--- src/rtl/rf_wport_ctrl_pkg.sv ---
// Shared types and sizes for the register-file write-port controller.
package rf_wport_ctrl_pkg;

    localparam int unsigned REG_W  = 5;
    localparam int unsigned DATA_W = 32;
    localparam int unsigned NREG   = 32;

    typedef enum logic [1:0] {
        StIdle,
        StWait,
        StForce
    } arb_state_e;

endpackage

--- src/rtl/rf_wport_ctrl_if.sv ---
// Bundle of WB, MDU, issue, ID-hazard and RF-write signals around the write-port controller.
interface rf_wport_ctrl_if;
    import rf_wport_ctrl_pkg::*;

    logic              wb_we;
    logic [REG_W-1:0]  wb_wR;
    logic [DATA_W-1:0] wb_wD;
    logic              wb_hold;
    logic              mdu_valid;
    logic [REG_W-1:0]  mdu_wR;
    logic [DATA_W-1:0] mdu_wD;
    logic              mdu_ready;
    logic              issue_valid;
    logic [REG_W-1:0]  issue_rd;
    logic              issue_ready;
    logic [REG_W-1:0]  id_rs1;
    logic [REG_W-1:0]  id_rs2;
    logic [REG_W-1:0]  id_rd;
    logic              id_we;
    logic              id_stall;
    logic              rf_we;
    logic [REG_W-1:0]  rf_wR;
    logic [DATA_W-1:0] rf_wD;

    modport slave (
        input  wb_we, wb_wR, wb_wD, mdu_valid, mdu_wR, mdu_wD,
        input  issue_valid, issue_rd, id_rs1, id_rs2, id_rd, id_we,
        output wb_hold, mdu_ready, issue_ready, id_stall, rf_we, rf_wR, rf_wD
    );

    modport master (
        output wb_we, wb_wR, wb_wD, mdu_valid, mdu_wR, mdu_wD,
        output issue_valid, issue_rd, id_rs1, id_rs2, id_rd, id_we,
        input  wb_hold, mdu_ready, issue_ready, id_stall, rf_we, rf_wR, rf_wD
    );

endinterface

--- src/rtl/rf_wport_ctrl_scoreboard.sv ---
// Pending-MDU-destination scoreboard: busy bits, outstanding count, issue gate and ID stall.
module rf_wport_ctrl_scoreboard
    import rf_wport_ctrl_pkg::*;
#(
    parameter int unsigned MAX_OUT = 4
) (
    input  logic             clk,
    input  logic             rst,
    input  logic             issue_valid,
    input  logic [REG_W-1:0] issue_rd,
    input  logic             mdu_hs,
    input  logic [REG_W-1:0] mdu_wR,
    input  logic [REG_W-1:0] id_rs1,
    input  logic [REG_W-1:0] id_rs2,
    input  logic [REG_W-1:0] id_rd,
    input  logic             id_we,
    output logic             issue_ready,
    output logic             id_stall
);

    localparam int unsigned OUT_W = $clog2(MAX_OUT + 1);
    localparam logic [OUT_W-1:0] MaxOutV = OUT_W'(MAX_OUT);

    logic [NREG-1:0]  busy_q, busy_d;
    logic [OUT_W-1:0] out_cnt_q, out_cnt_d;
    logic             issue_hs;

    always_comb begin
        issue_ready = !rst && (out_cnt_q < MaxOutV) && (issue_rd == '0 || !busy_q[issue_rd]);
        issue_hs    = issue_valid && issue_ready;
        // Registered busy only: a result written this cycle unstalls ID next cycle.
        id_stall    = !rst && ((id_rs1 != '0 && busy_q[id_rs1]) ||
                               (id_rs2 != '0 && busy_q[id_rs2]) ||
                               (id_we && id_rd != '0 && busy_q[id_rd]));

        busy_d = busy_q;
        if (mdu_hs) busy_d[mdu_wR] = 1'b0;
        if (issue_hs && issue_rd != '0) busy_d[issue_rd] = 1'b1;
        busy_d[0] = 1'b0;

        out_cnt_d = out_cnt_q;
        if (issue_hs && !mdu_hs) begin
            out_cnt_d = out_cnt_q + OUT_W'(1);
        end else if (!issue_hs && mdu_hs && out_cnt_q != '0) begin
            out_cnt_d = out_cnt_q - OUT_W'(1);
        end
    end

    always_ff @(posedge clk) begin
        if (rst) begin
            busy_q    <= '0;
            out_cnt_q <= '0;
        end else begin
            busy_q    <= busy_d;
            out_cnt_q <= out_cnt_d;
        end
    end

endmodule

--- src/rtl/rf_wport_ctrl.sv ---
// Register-file write-port arbiter: WB has priority, MDU gets a forced slot after MAX_WAIT losses.
module rf_wport_ctrl
    import rf_wport_ctrl_pkg::*;
#(
    parameter int unsigned MAX_WAIT = 4,
    parameter int unsigned MAX_OUT  = 4
) (
    input logic           clk,
    input logic           rst,
    rf_wport_ctrl_if.slave bus
);

    localparam int unsigned CNT_W = $clog2(MAX_WAIT + 1);
    localparam logic [CNT_W-1:0] CntLast = CNT_W'(MAX_WAIT - 1);

    arb_state_e       state_q, state_d;
    logic [CNT_W-1:0] cnt_q, cnt_d;
    logic             wb_req;
    logic             grant_wb;
    logic             grant_mdu;
    logic             mdu_hs;

    always_comb begin
        state_d       = state_q;
        cnt_d         = cnt_q;
        grant_wb      = 1'b0;
        grant_mdu     = 1'b0;
        bus.mdu_ready = 1'b0;
        bus.wb_hold   = 1'b0;
        wb_req        = bus.wb_we && bus.wb_wR != '0;

        if (!rst) begin
            case (state_q)
                StForce: begin
                    // WB is not written here; the pipeline re-presents it next cycle.
                    bus.mdu_ready = 1'b1;
                    grant_mdu     = bus.mdu_valid;
                    bus.wb_hold   = wb_req;
                    state_d       = StIdle;
                    cnt_d         = '0;
                end
                default: begin
                    if (wb_req) begin
                        grant_wb = 1'b1;
                        if (!bus.mdu_valid) begin
                            state_d = StIdle;
                            cnt_d   = '0;
                        end else begin
                            state_d = (cnt_q == CntLast) ? StForce : StWait;
                            cnt_d   = cnt_q + CNT_W'(1);
                        end
                    end else begin
                        bus.mdu_ready = bus.mdu_valid;
                        grant_mdu     = bus.mdu_valid;
                        state_d       = StIdle;
                        cnt_d         = '0;
                    end
                end
            endcase
        end

        mdu_hs = bus.mdu_valid && bus.mdu_ready;

        bus.rf_we = 1'b0;
        bus.rf_wR = '0;
        bus.rf_wD = '0;
        if (grant_mdu && bus.mdu_wR != '0) begin
            bus.rf_we = 1'b1;
            bus.rf_wR = bus.mdu_wR;
            bus.rf_wD = bus.mdu_wD;
        end else if (grant_wb) begin
            bus.rf_we = 1'b1;
            bus.rf_wR = bus.wb_wR;
            bus.rf_wD = bus.wb_wD;
        end
    end

    always_ff @(posedge clk) begin
        if (rst) begin
            state_q <= StIdle;
            cnt_q   <= '0;
        end else begin
            state_q <= state_d;
            cnt_q   <= cnt_d;
        end
    end

    rf_wport_ctrl_scoreboard #(
        .MAX_OUT(MAX_OUT)
    ) u_scoreboard (
        .clk        (clk),
        .rst        (rst),
        .issue_valid(bus.issue_valid),
        .issue_rd   (bus.issue_rd),
        .mdu_hs     (mdu_hs),
        .mdu_wR     (bus.mdu_wR),
        .id_rs1     (bus.id_rs1),
        .id_rs2     (bus.id_rs2),
        .id_rd      (bus.id_rd),
        .id_we      (bus.id_we),
        .issue_ready(bus.issue_ready),
        .id_stall   (bus.id_stall)
    );

endmodule
--- src/flat_wrapper.sv ---
// flat-port wrapper written by rule: the top's interface ports become plain ports
module rf_wport_ctrl_flat import rf_wport_ctrl_pkg::*;
#(
    parameter int unsigned MAX_WAIT = 4,
    parameter int unsigned MAX_OUT  = 4
)
  (clk, rst, bus_wb_we, bus_wb_wR, bus_wb_wD, bus_mdu_valid, bus_mdu_wR, bus_mdu_wD, bus_issue_valid, bus_issue_rd, bus_id_rs1, bus_id_rs2, bus_id_rd, bus_id_we, bus_wb_hold, bus_mdu_ready, bus_issue_ready, bus_id_stall, bus_rf_we, bus_rf_wR, bus_rf_wD);
  rf_wport_ctrl_if bus_i ();
  input logic clk;
  input logic rst;
  input wire logic [$bits(bus_i.wb_we)-1:0] bus_wb_we;
  input wire logic [$bits(bus_i.wb_wR)-1:0] bus_wb_wR;
  input wire logic [$bits(bus_i.wb_wD)-1:0] bus_wb_wD;
  input wire logic [$bits(bus_i.mdu_valid)-1:0] bus_mdu_valid;
  input wire logic [$bits(bus_i.mdu_wR)-1:0] bus_mdu_wR;
  input wire logic [$bits(bus_i.mdu_wD)-1:0] bus_mdu_wD;
  input wire logic [$bits(bus_i.issue_valid)-1:0] bus_issue_valid;
  input wire logic [$bits(bus_i.issue_rd)-1:0] bus_issue_rd;
  input wire logic [$bits(bus_i.id_rs1)-1:0] bus_id_rs1;
  input wire logic [$bits(bus_i.id_rs2)-1:0] bus_id_rs2;
  input wire logic [$bits(bus_i.id_rd)-1:0] bus_id_rd;
  input wire logic [$bits(bus_i.id_we)-1:0] bus_id_we;
  output wire logic [$bits(bus_i.wb_hold)-1:0] bus_wb_hold;
  output wire logic [$bits(bus_i.mdu_ready)-1:0] bus_mdu_ready;
  output wire logic [$bits(bus_i.issue_ready)-1:0] bus_issue_ready;
  output wire logic [$bits(bus_i.id_stall)-1:0] bus_id_stall;
  output wire logic [$bits(bus_i.rf_we)-1:0] bus_rf_we;
  output wire logic [$bits(bus_i.rf_wR)-1:0] bus_rf_wR;
  output wire logic [$bits(bus_i.rf_wD)-1:0] bus_rf_wD;
  assign bus_i.wb_we = bus_wb_we;
  assign bus_i.wb_wR = bus_wb_wR;
  assign bus_i.wb_wD = bus_wb_wD;
  assign bus_i.mdu_valid = bus_mdu_valid;
  assign bus_i.mdu_wR = bus_mdu_wR;
  assign bus_i.mdu_wD = bus_mdu_wD;
  assign bus_i.issue_valid = bus_issue_valid;
  assign bus_i.issue_rd = bus_issue_rd;
  assign bus_i.id_rs1 = bus_id_rs1;
  assign bus_i.id_rs2 = bus_id_rs2;
  assign bus_i.id_rd = bus_id_rd;
  assign bus_i.id_we = bus_id_we;
  assign bus_wb_hold = bus_i.wb_hold;
  assign bus_mdu_ready = bus_i.mdu_ready;
  assign bus_issue_ready = bus_i.issue_ready;
  assign bus_id_stall = bus_i.id_stall;
  assign bus_rf_we = bus_i.rf_we;
  assign bus_rf_wR = bus_i.rf_wR;
  assign bus_rf_wD = bus_i.rf_wD;
  rf_wport_ctrl #(.MAX_WAIT(MAX_WAIT), .MAX_OUT(MAX_OUT)) u_core (.clk(clk), .rst(rst), .bus(bus_i));
endmodule
--- config.mk ---
export PLATFORM = sky130hd
export DESIGN_NAME = rf_wport_ctrl_flat
export DESIGN_NICKNAME = d
export VERILOG_FILES = /design/src/rtl/rf_wport_ctrl_pkg.sv /design/src/rtl/rf_wport_ctrl_if.sv /design/src/rtl/rf_wport_ctrl_scoreboard.sv /design/src/rtl/rf_wport_ctrl.sv /design/src/flat_wrapper.sv
export SDC_FILE = /design/constraint.sdc
export NUM_CORES = 1
export LEC_CHECK = 0
export CAP_MARGIN = 10
export CORE_MARGIN = 5
export CORE_UTILIZATION = 39
export CTS_CLUSTER_DIAMETER = 100
export DETAILED_ROUTE_END_ITERATION = 8
export GPL_ROUTABILITY_DRIVEN = 0
export PLACE_DENSITY_LB_ADDON = 0.25
export SETUP_SLACK_MARGIN = 0.02
export SYNTH_ARGS = -nofsm -noshare
export SYNTH_HDL_FRONTEND = slang
export SYNTH_SLANG_ARGS = --single-unit
--- constraint.sdc ---
create_clock -name clk -period 2.55 [get_ports clk]
set_clock_uncertainty 0.05 [all_clocks]
set_input_delay 0.3825 -clock clk [delete_from_list [all_inputs] [get_ports clk]]
set_output_delay 0.3825 -clock clk [all_outputs]
set_load 0.01 [all_outputs]
* Word-level counts from Yosys, hierarchy flattened
Cells that the tools add are included.
** Storage, ports and cells
- Register bits after elaboration :: 40
- Input port bits :: 100
- Output and inout port bits :: 42
- Word-level logic and storage cells :: 90
** Cells by class
- Reduce and logical (&&, ||, !) cells :: 34
- Bitwise logic cells :: 5
- Magnitude comparators :: 8
- Eq/ne operators :: 2
- Add/subtract/negate cells :: 3
- Multiplexer cells :: 33
** Operator list (number)
- $mux 32 :: 4
- $and 32x32->32 :: 1
- $not 32->32 :: 1
- $or 32x32->32 :: 1
- $lt 5x6->1 const B :: 5
- $reduce_bool 5->1 :: 6
- $bmux 1 s5 :: 4
- $mux 1 :: 18
- $logic_and 1x1->1 :: 17
- $demux 1 s5 :: 2
- $ge 5x1->1 const B :: 2
- $mux 5 :: 2
- $add 3x1->3 const B :: 2
- $mux 3 :: 2
- $logic_not 5->1 :: 1
- $logic_not 1->1 :: 4
- $reduce_or 4->1 :: 1
- $eq 3x2->1 const B :: 1
- $logic_or 1x1->1 :: 3
- $lt 3x3->1 const B :: 1
- $reduce_bool 3->1 :: 1
- $sub 3x1->3 const B :: 1
- $eq 2x2->1 const B :: 1
- $mux 2 :: 1
- 2 further kinds :: 3

* Depth between registers and ports, before layout
Gate-level depths: netlist of the first run.
- Depth in word-level cells :: 11
- Mapped depth :: 11
- Gate-level depth less buffers :: 9

* Cells and area by module
From an unflattened synthesis of the first run, not the netlist that was laid out.
** Unflattened totals
- Cells, all modules :: 451
- Area, all modules :: 4087.7 um2
** By module, submodules not included
- rf_wport_ctrl_scoreboard :: sequential area each 680.7 um2, cells an instance 299, area an instance 2862.7 um2, instances 1
- rf_wport_ctrl :: sequential area each 100.1 um2, cells an instance 152, area an instance 1224.9 um2, instances 1

* Worst setup path before layout of the first run
Ideal clock, no wire load.
- Path kind :: input -> register
- Start point :: in bus_issue_rd[0]
- End point :: reg u_core.u_scoreboard.out_cnt_q[2]
- Setup time :: 0.123 ns
- Data required time :: 2.377 ns
- Stages on the path :: 9
- Data arrival time :: 2.652 ns
- Slack :: -0.276 ns
- Cells stage by stage :: buf_6 -> mux4_2 -> o221a_1 -> nor4_2 -> nand2_1 -> fa_1 -> nor3b_1 -> a32oi_1 -> mux2i_1
** On the way
- Longest elaborated chain between the ends :: 10
- Elaborated cells between the ends (all ways) :: 13
- Those cells by class :: mux (3); reduce/logical (10)
** Ends and longest elaborated chain
- start, declared :: line flat_wrapper.sv:18 : input wire logic [$bits(bus_i.issue_rd)-1:0] bus_issue_rd;
- $bmux 1 s5 :: line rf_wport_ctrl_scoreboard.sv:29 : issue_ready = !rst && (out_cnt_q < MaxOutV) && (issue_rd == '0 || !busy_q[issue_rd]);
- $mux 1 (not written as such) :: line rf_wport_ctrl_scoreboard.sv:29
- $logic_not 1->1 :: line rf_wport_ctrl_scoreboard.sv:29
- $logic_or 1x1->1 * :: line rf_wport_ctrl_scoreboard.sv:29
- $logic_and 1x1->1 * :: line rf_wport_ctrl_scoreboard.sv:29
- via bus_issue_ready :: line flat_wrapper.sv:25 : output wire logic [$bits(bus_i.issue_ready)-1:0] bus_issue_ready;
- $logic_and 1x1->1 * :: line rf_wport_ctrl_scoreboard.sv:30 : issue_hs = issue_valid && issue_ready;
- $logic_not 1->1 :: line rf_wport_ctrl_scoreboard.sv:44 : end else if (!issue_hs && mdu_hs && out_cnt_q != '0) begin
- $logic_and 1x1->1 (2 in a row) :: line rf_wport_ctrl_scoreboard.sv:44
- $reduce_bool 2->1 (no line)
- end signal, assigned :: line rf_wport_ctrl_scoreboard.sv:55 : out_cnt_q <= out_cnt_d;
- end, declared :: line rf_wport_ctrl_scoreboard.sv:25 : logic [OUT_W-1:0] out_cnt_q, out_cnt_d;
Mark *: on every way through the listed nets, which the timed path passes. The rest lies on a longest branch. The select of a mux whose other input is x is not followed.
A chain may end at the register's enable or synchronous reset.

* Worst setup path in the final report of the first run
- Start point :: in bus_issue_rd[0]
- End point :: reg u_core.u_scoreboard.out_cnt_q[2]
** On the way
- Longest elaborated chain between the ends :: 10
- Elaborated cells between the ends (all ways) :: 13
- Those cells by class :: mux (3); reduce/logical (10)
** Ends and longest elaborated chain (line)
- $bmux 1 s5 :: rf_wport_ctrl_scoreboard.sv:29
- $mux 1 (not written as such) :: rf_wport_ctrl_scoreboard.sv:29
- $logic_not 1->1 :: rf_wport_ctrl_scoreboard.sv:29
- $logic_or 1x1->1 * :: rf_wport_ctrl_scoreboard.sv:29
- $logic_and 1x1->1 * :: rf_wport_ctrl_scoreboard.sv:29
- $logic_and 1x1->1 * :: rf_wport_ctrl_scoreboard.sv:30
- $logic_not 1->1 :: rf_wport_ctrl_scoreboard.sv:44
- $logic_and 1x1->1 (2 in a row) :: rf_wport_ctrl_scoreboard.sv:44
- $reduce_bool 2->1 (no line)
Mark *: on every way between the ends. The rest lies on a longest branch, timed or not. The select of a mux whose other input is x is not followed.

==> results of run 1 <==
==> repair_timing <==
| action | 4_1_cts | 5_1_grt |
|---|---|---|
| resized for setup | 192 | 42 |
| gates cloned | 5 | 0 |
| buffers inserted | 15 | 6 |
| pin swaps | 18 | 14 |
| endpoints found under the setup margin | 75 | 64 |
==> layer usage <==
layer  up-vias  part of all wire [%]  global-route usage, %  wire (µm)
met4         0                   4.9                   15.4        722
met3        52                    10                   7.34       1490
met1      1893                    33                   30.4       4920
li1       1770                     -                      -          -
met2       263                    52                   50.9       7620
met5         -                     0                      0          0
==> per-stage QoR <==
step / hold WS, ns / instance area [µm²] / std cells
global route: 0.422 / 5800 / 659
finish: 0.384 / 5800 / 659
global placement: 0.356 / 5350 / 620
floorplan: 0.349 / 3240 / 320
CTS: 0.395 / 5650 / 647
detailed placement: 0.384 / 5350 / 620
==> cell usage in the layout, fill, tap and decap left out, types with 6 or more instances in the layout <==
master | netlist | final
clkdlybuf4s50_1 | 0 | 81
buf_4 | 1 | 79
nand2_1 | 41 | 38
a22o_1 | 37 | 37
a32o_1 | 30 | 30
dfxtp_1 | 39 | 30
mux4_2 | 28 | 28
buf_2 | 1 | 28
dlygate4sd2_1 | 0 | 17
buf_6 | 2 | 16
mux2i_1 | 15 | 12
nor2_1 | 12 | 11
nand3_1 | 10 | 9
dfxtp_2 | 0 | 8
nor3_1 | 8 | 7
buf_12 | 0 | 7
diode_2 | 0 | 6
and3_1 | 6 | 6
nor3b_1 | 8 | 6
clkbuf_2 | 0 | 6
==> cell families after synthesis <==
logic type,Yosys count,synth area share [%]
adder cells (fa/ha/maj),3,1.40
buffers and inverters,30,4.12
AND/OR/NAND/NOR,112,19.9
multiplexers,49,26.4
flip-flops,39,24.3
AO/OA/AOI/OAI,87,24.0
==> power groups by stage <==
stage          registers, µW  logic, µW  clock network, µW
5_1_grt                  678        884                528
4_1_cts                  673        798                505
3_3_place_gp             683        723                  0
3_5_place_dp             686        745                  0
6_report                 674        835                496
2_1_floorplan            677        325                  0
==> registers in the layout, summed over array words and instances (netlist names) <==
| name | flops |
|---|---|
| u_core.u_scoreboard.out_cnt_q | 3 |
| u_core.state_q | 2 |
| u_core.u_scoreboard.busy_q | 31 |
| u_core.cnt_q | 3 |
==> area by class of cell <==
cell class              count  area [µm²]  area share (%)
diodes                      6        15.0           0.259
clock buffers               6        72.6            1.25
clock inverters             1        30.0           0.518
inverters                   4        15.0           0.259
multi-input cells         251        2450            42.2
flip-flops and latches     39         795            13.7
well taps                 105         131            2.27
repair buffers            247        2290            39.5
==> critical path, delay by kind of cell <==
kind,cells,cell delay (ns)
compound gates,1,0.07
fa+ha+maj,1,0.38
buf+inv,4,0.53
mux,2,0.33
simple gates,5,1.04
==> path summary, 6_finish.rpt <==
path | startpoint | cells past startpoint | endpoint
worst max register to register | u_core.u_scoreboard.busy_q[5] | 10 | u_core.u_scoreboard.out_cnt_q[2]
worst min-delay path | u_core.cnt_q[0] | 1 | u_core.cnt_q[0]
worst max-delay path | bus_issue_rd[0] | 13 | u_core.u_scoreboard.out_cnt_q[2]
worst min register to register | u_core.cnt_q[0] | 1 | u_core.cnt_q[0]
==> results.json, run 1 <==
{
  "outcome": "complete, but fails checks",
  "violations": "setup timing",
  "regToRegSetupSlack_ns": 0,
  "yosysMostFrequentCell": "nand2_1",
  "critical_path.cell_chain": "buf_8 > buf_8 > buf_6 > mux2i_2 > nor3_1 > or3b_4 > nor4_4 > buf_4 > nand2_2 > fa_2 > nor3b_2 > a32oi_2 > mux2i_1",
  "drv_cap": 0,
  "ir_drop_mv": 0.303,
  "p_total_uw": 2000,
  "synth_area_leader_cell": "dfxtp_1",
  "vias": 3978,
  "powerDensity_nw_per_um2": 346,
  "ys_seq_area_share_pct": 24.3,
  "grt_pass1_vias": 4156,
  "fin_nets": 651,
  "synth_top_area_share_pct": 24.3,
  "leakage_uw": 0.00240,
  "max_freq_mhz": 384,
  "dp_slack_ns": -0.782,
  "dp_hpwl_mm": 11.2,
  "clkTransAtPathRegs_ns": 0.07,
  "p_comb_share_pct": 41.7,
  "clockBufferDepth": 2,
  "fp.dieArea_um2": 10200,
  "drc_errors": 0,
  "grt_max_degree": 34,
  "critPathKind": "primary input to register",
  "switchingPower_uw": 590,
  "cp_max_fo": 7,
  "cts.sink_count": 39,
  "htreeDepth": 2,
  "fillers": 601,
  "drt_wl_total_mm": 14.8,
  "fin_crit_sh_pct": 102,
  "cts_root_buf": "clkbuf_8",
  "synth_ff_type": "dfxtp_1",
  "crit_top_cell": "buf_8",
  "row_count": 33,
  "drive_gt1_share_pct": 41.1,
  "ant_nets": 0,
  "relSlewSlack_pct": 61.0,
  "grt_overflow_total": 0,
  "dr.first_iter.drc_count": 264,
  "pwr-share-clk_pct": 24.7,
  "finalMaxSlewViolations": 0,
  "switching_share_pct": 29.4,
  "fin_crit_ns": 2.60,
  "hold_viol_final": 0,
  "sequentialPowerShare_pct": 33.6,
  "p_int_uw": 1410,
  "hold_class": "register to register",
  "slowest_stage": "or3b_4",
  "postSynthAreaPerCell_um2": 10.1,
  "dieHeight_um": 101,
  "syn_to_final_growth_pct": 80.1,
  "cts_hold_buf": 0,
  "die_w_um": 101,
  "async_flop_share_pct": 0,
  "synth_nets": 423,
  "portBuffers": 141,
  "start_util_pct": 39.6,
  "synth-seq-cells": 39,
  "yosysUniqueCellTypes": 51,
  "cts_tree": "built",
  "post_drt_via_cell_ratio": 6.04,
  "dr.pass1.iters": 5,
  "insertion_delay_ns": 0.29,
  "synthCells": 320,
  "grt_util_all_layers_pct": 28.5,
  "cts_buffers": 5,
  "synthTopCellsByArea": "dfxtp_1 24%, mux4_2 20%, a22o_1 10%",
  "grt_setup_unrepaired": "yes",
  "fin_ws_ns": -0.0526,
  "ys_top_cells_by_count": "41 x nand2_1, 39 x dfxtp_1, 37 x a22o_1",
  "tightest_slew_ns": 0.581,
  "worst_setup_path_end_kind": "register",
  "synth_edf_count": 0,
  "grt_pass1_wl_mm": 22.1,
  "setup_viol": 1,
  "fin_util_pct": 71.3,
  "ioPinCount": 142,
  "cp.arrival_ns": 2.73,
  "wire_per_inst_um": 22.4,
  "critPathRequiredTime_ns": 2.68,
  "antenna_found_initial": 6,
  "ys_warn_count": 0,
  "fin_tns_setup_ns": -0.0526,
  "synth_area_um2": 3220,
  "critPathLaunchType": "primary input",
  "slowest_delay_ns": 0.41,
  "core-area_um2": 8130
}
Power figures use the tool's default switching activity.
==> run 2: changes to the inputs <==
--- a/config.mk
+++ b/config.mk
@@ -11,6 +11,7 @@
 export CTS_CLUSTER_DIAMETER = 100
 export DETAILED_ROUTE_END_ITERATION = 8
 export GPL_ROUTABILITY_DRIVEN = 0
+export MAX_ROUTING_LAYER = met4
 export PLACE_DENSITY_LB_ADDON = 0.25
 export SETUP_SLACK_MARGIN = 0.02
 export SYNTH_ARGS = -nofsm -noshare
==> run 2 against run 1 <==
Effect of this change:
- the flow still finishes with violations (setup timing)
- combinational power about the same
- cell area about the same
- critical path depth unchanged
- wire length down 1.0%
- clock-buffer cell count unchanged
- largest cell class unchanged
- highest routed layer unchanged
- setup slack better by 0.011 ns
- register-to-register slack about the same
- sequential power about the same
- die area unchanged
- clock power about the same
- flip-flop and latch count unchanged
- global-route usage up 0.81 points
==> results.json, run 2 (same netlist as run 1, synthesis figures left out) <==
{
  "endpoint": "u_core.u_scoreboard.out_cnt_q[2]",
  "ir_drop_mv": 0.304,
  "regArea_um2": 795,
  "dr.first_iter.drc_count": 340,
  "worst_setup_path_end_kind": "register",
  "timing.rr.start": "u_core.u_scoreboard.busy_q[7]",
  "dp_hpwl_mm": 11.2,
  "grt_util_all_layers_pct": 29.3,
  "cts_tree": "built",
  "final_common_cell": "clkdlybuf4s50_1",
  "multi_input_area_um2": 2450,
  "cp.arrival_ns": 2.72,
  "cp_max_fo": 7,
  "portBuffers": 141,
  "wire_per_inst_um": 22.2,
  "max_freq_mhz": 386,
  "hold_viol_final": 0,
  "startpoint": "bus_issue_rd[0]",
  "path_delay_family": "simple AND/OR/NAND/NOR gates",
  "clockBufferDepth": 2,
  "fin_nets": 649,
  "fp.dieArea_um2": 10200,
  "vias": 3996,
  "largest-register": "u_core.u_scoreboard.busy_q",
  "ioPinCount": 142,
  "crit_top_cell": "buf_8",
  "setup_viol": 2,
  "largestRegisters": "u_core.u_scoreboard.busy_q: 31 flops, u_core.cnt_q: 3 flops, u_core.u_scoreboard.out_cnt_q: 3 flops",
  "worst-r2r-cell-count": 10,
  "fin_ws_ns": -0.0415,
  "violations": "setup timing",
  "cts_hold_buf": 0,
  "grt_pass1_vias": 4155,
  "ant_nets": 0,
  "fin_crit_sh_pct": 102,
  "dr.pass1.iters": 5,
  "slowest_stage": "or3b_4",
  "grt_max_degree": 34,
  "antenna_found_initial": 6,
  "critPathLaunchType": "primary input",
  "grt_pass1_wl_mm": 22.1,
  "row_count": 33,
  "finalMaxSlewViolations": 0,
  "fillers": 600,
  "dp_slack_ns": -0.782,
  "outcome": "complete, but fails checks",
  "drt_wl_total_mm": 14.6,
  "start_util_pct": 39.6,
  "grt_setup_unrepaired": "yes",
  "cts_buffers": 5,
  "htreeDepth": 2,
  "clkTransAtPathRegs_ns": 0.07,
  "die_w_um": 101,
  "final_cell_mix": "81 x clkdlybuf4s50_1, 78 x buf_4, 38 x nand2_1, 37 x a22o_1",
  "critPathKind": "primary input to register",
  "grt_overflow_total": 0,
  "slowest_delay_ns": 0.41,
  "critPathRequiredTime_ns": 2.68,
  "cts_root_buf": "clkbuf_8",
  "syn_to_final_growth_pct": 80.0,
  "insertion_delay_ns": 0.29,
  "critical_path.cell_chain": "buf_8 > buf_8 > buf_6 > mux2i_2 > nor3_1 > or3b_4 > nor4_4 > buf_4 > nand2_2 > fa_2 > nor3b_2 > a32oi_2 > mux2i_1",
  "relSlewSlack_pct": 60.5,
  "drc_errors": 0,
  "drv_cap": 0,
  "crit_buf_inv": 4,
  "cp.depth": 13,
  "drive_gt1_share_pct": 40.7,
  "r2r_end": "u_core.u_scoreboard.out_cnt_q[2]",
  "tightest_slew_ns": 0.588,
  "p_total_uw": 2010,
  "cts.sink_count": 39,
  "core-area_um2": 8130,
  "largest_reg_flops": 31,
  "leakage_uw": 0.00239,
  "fin_crit_ns": 2.59,
  "post_drt_via_cell_ratio": 6.08,
  "hold_class": "register to register",
  "powerDensity_nw_per_um2": 347,
  "dieHeight_um": 101,
  "regToRegSetupSlack_ns": 0
}
[run 2: cell count changes in the layout (fill, tap and decap cells not counted)]
cell | before | now
a31oi_2 | 1 | 0
a31oi_4 | 0 | 1
buf_2 | 28 | 27
buf_4 | 79 | 78
clkbuf_2 | 6 | 5
clkdlybuf4s15_1 | 3 | 4
or4b_2 | 0 | 1
or4b_4 | 2 | 1
[run 2: cell type report]
cell class                 count  share of cell area, %
clock inverter                 1                  0.518
timing repair buffer         245                   39.4
clock buffer                   6                   1.25
multi-input combinational    251                   42.3
sequential                    39                   13.7
inverter                       4                  0.259
antenna                        6                  0.259
tap                          105                   2.27
[run 2: stage by stage]
stage               area (µm²)  utilization [%]  TNS, ns  cells  hold WS, ns
global route              5790             71.2   -0.525    657        0.423
finish                    5790             71.2  -0.0481    657        0.388
floorplan                 3240                -   -0.201    320        0.349
global placement          5350             65.7   -35.32    620        0.356
detailed placement        5350             65.7   -38.50    620        0.384
CTS                       5650             69.5   -0.452    647        0.395
[run 2: per-layer routing]
metal  share of wire [%]  vias up  GRT usage (%)
met4                 4.3        0           15.4
met5                   0        -              -
met3                 8.8       43           4.36
li1                    -     1766              -
met2                  52      274           50.9
met1                  35     1913           32.2
[run 2: worst min path at each step]
| stage | from | endpoint | slack, ns | cells after the start |
|---|---|---|---|---|
| finish | u_core.cnt_q[0] | u_core.cnt_q[0] | 0.39 | 1 |
| global route | u_core.cnt_q[0] | u_core.cnt_q[0] | 0.42 | 1 |
| CTS | u_core.cnt_q[0] | u_core.cnt_q[0] | 0.39 | 1 |
| detailed placement | u_core.cnt_q[0] | u_core.cnt_q[0] | 0.38 | 1 |
| global placement | u_core.cnt_q[0] | u_core.cnt_q[0] | 0.36 | 1 |
| floorplan | u_core.cnt_q[0] | u_core.cnt_q[0] | 0.35 | 1 |
[run 2: power breakdown]
part	internal (µW)	switching [µW]
combinational	491	346
sequential	638	35.4
clock	287	210
total	1420	592
[run 2: what timing repair did]
action / 4_1_cts / 5_1_grt
gates cloned: 5 / 0
pin swaps: 18 / 14
endpoints found under the setup margin: 75 / 64
setup buffers: 15 / 4
gates resized for setup: 192 / 41
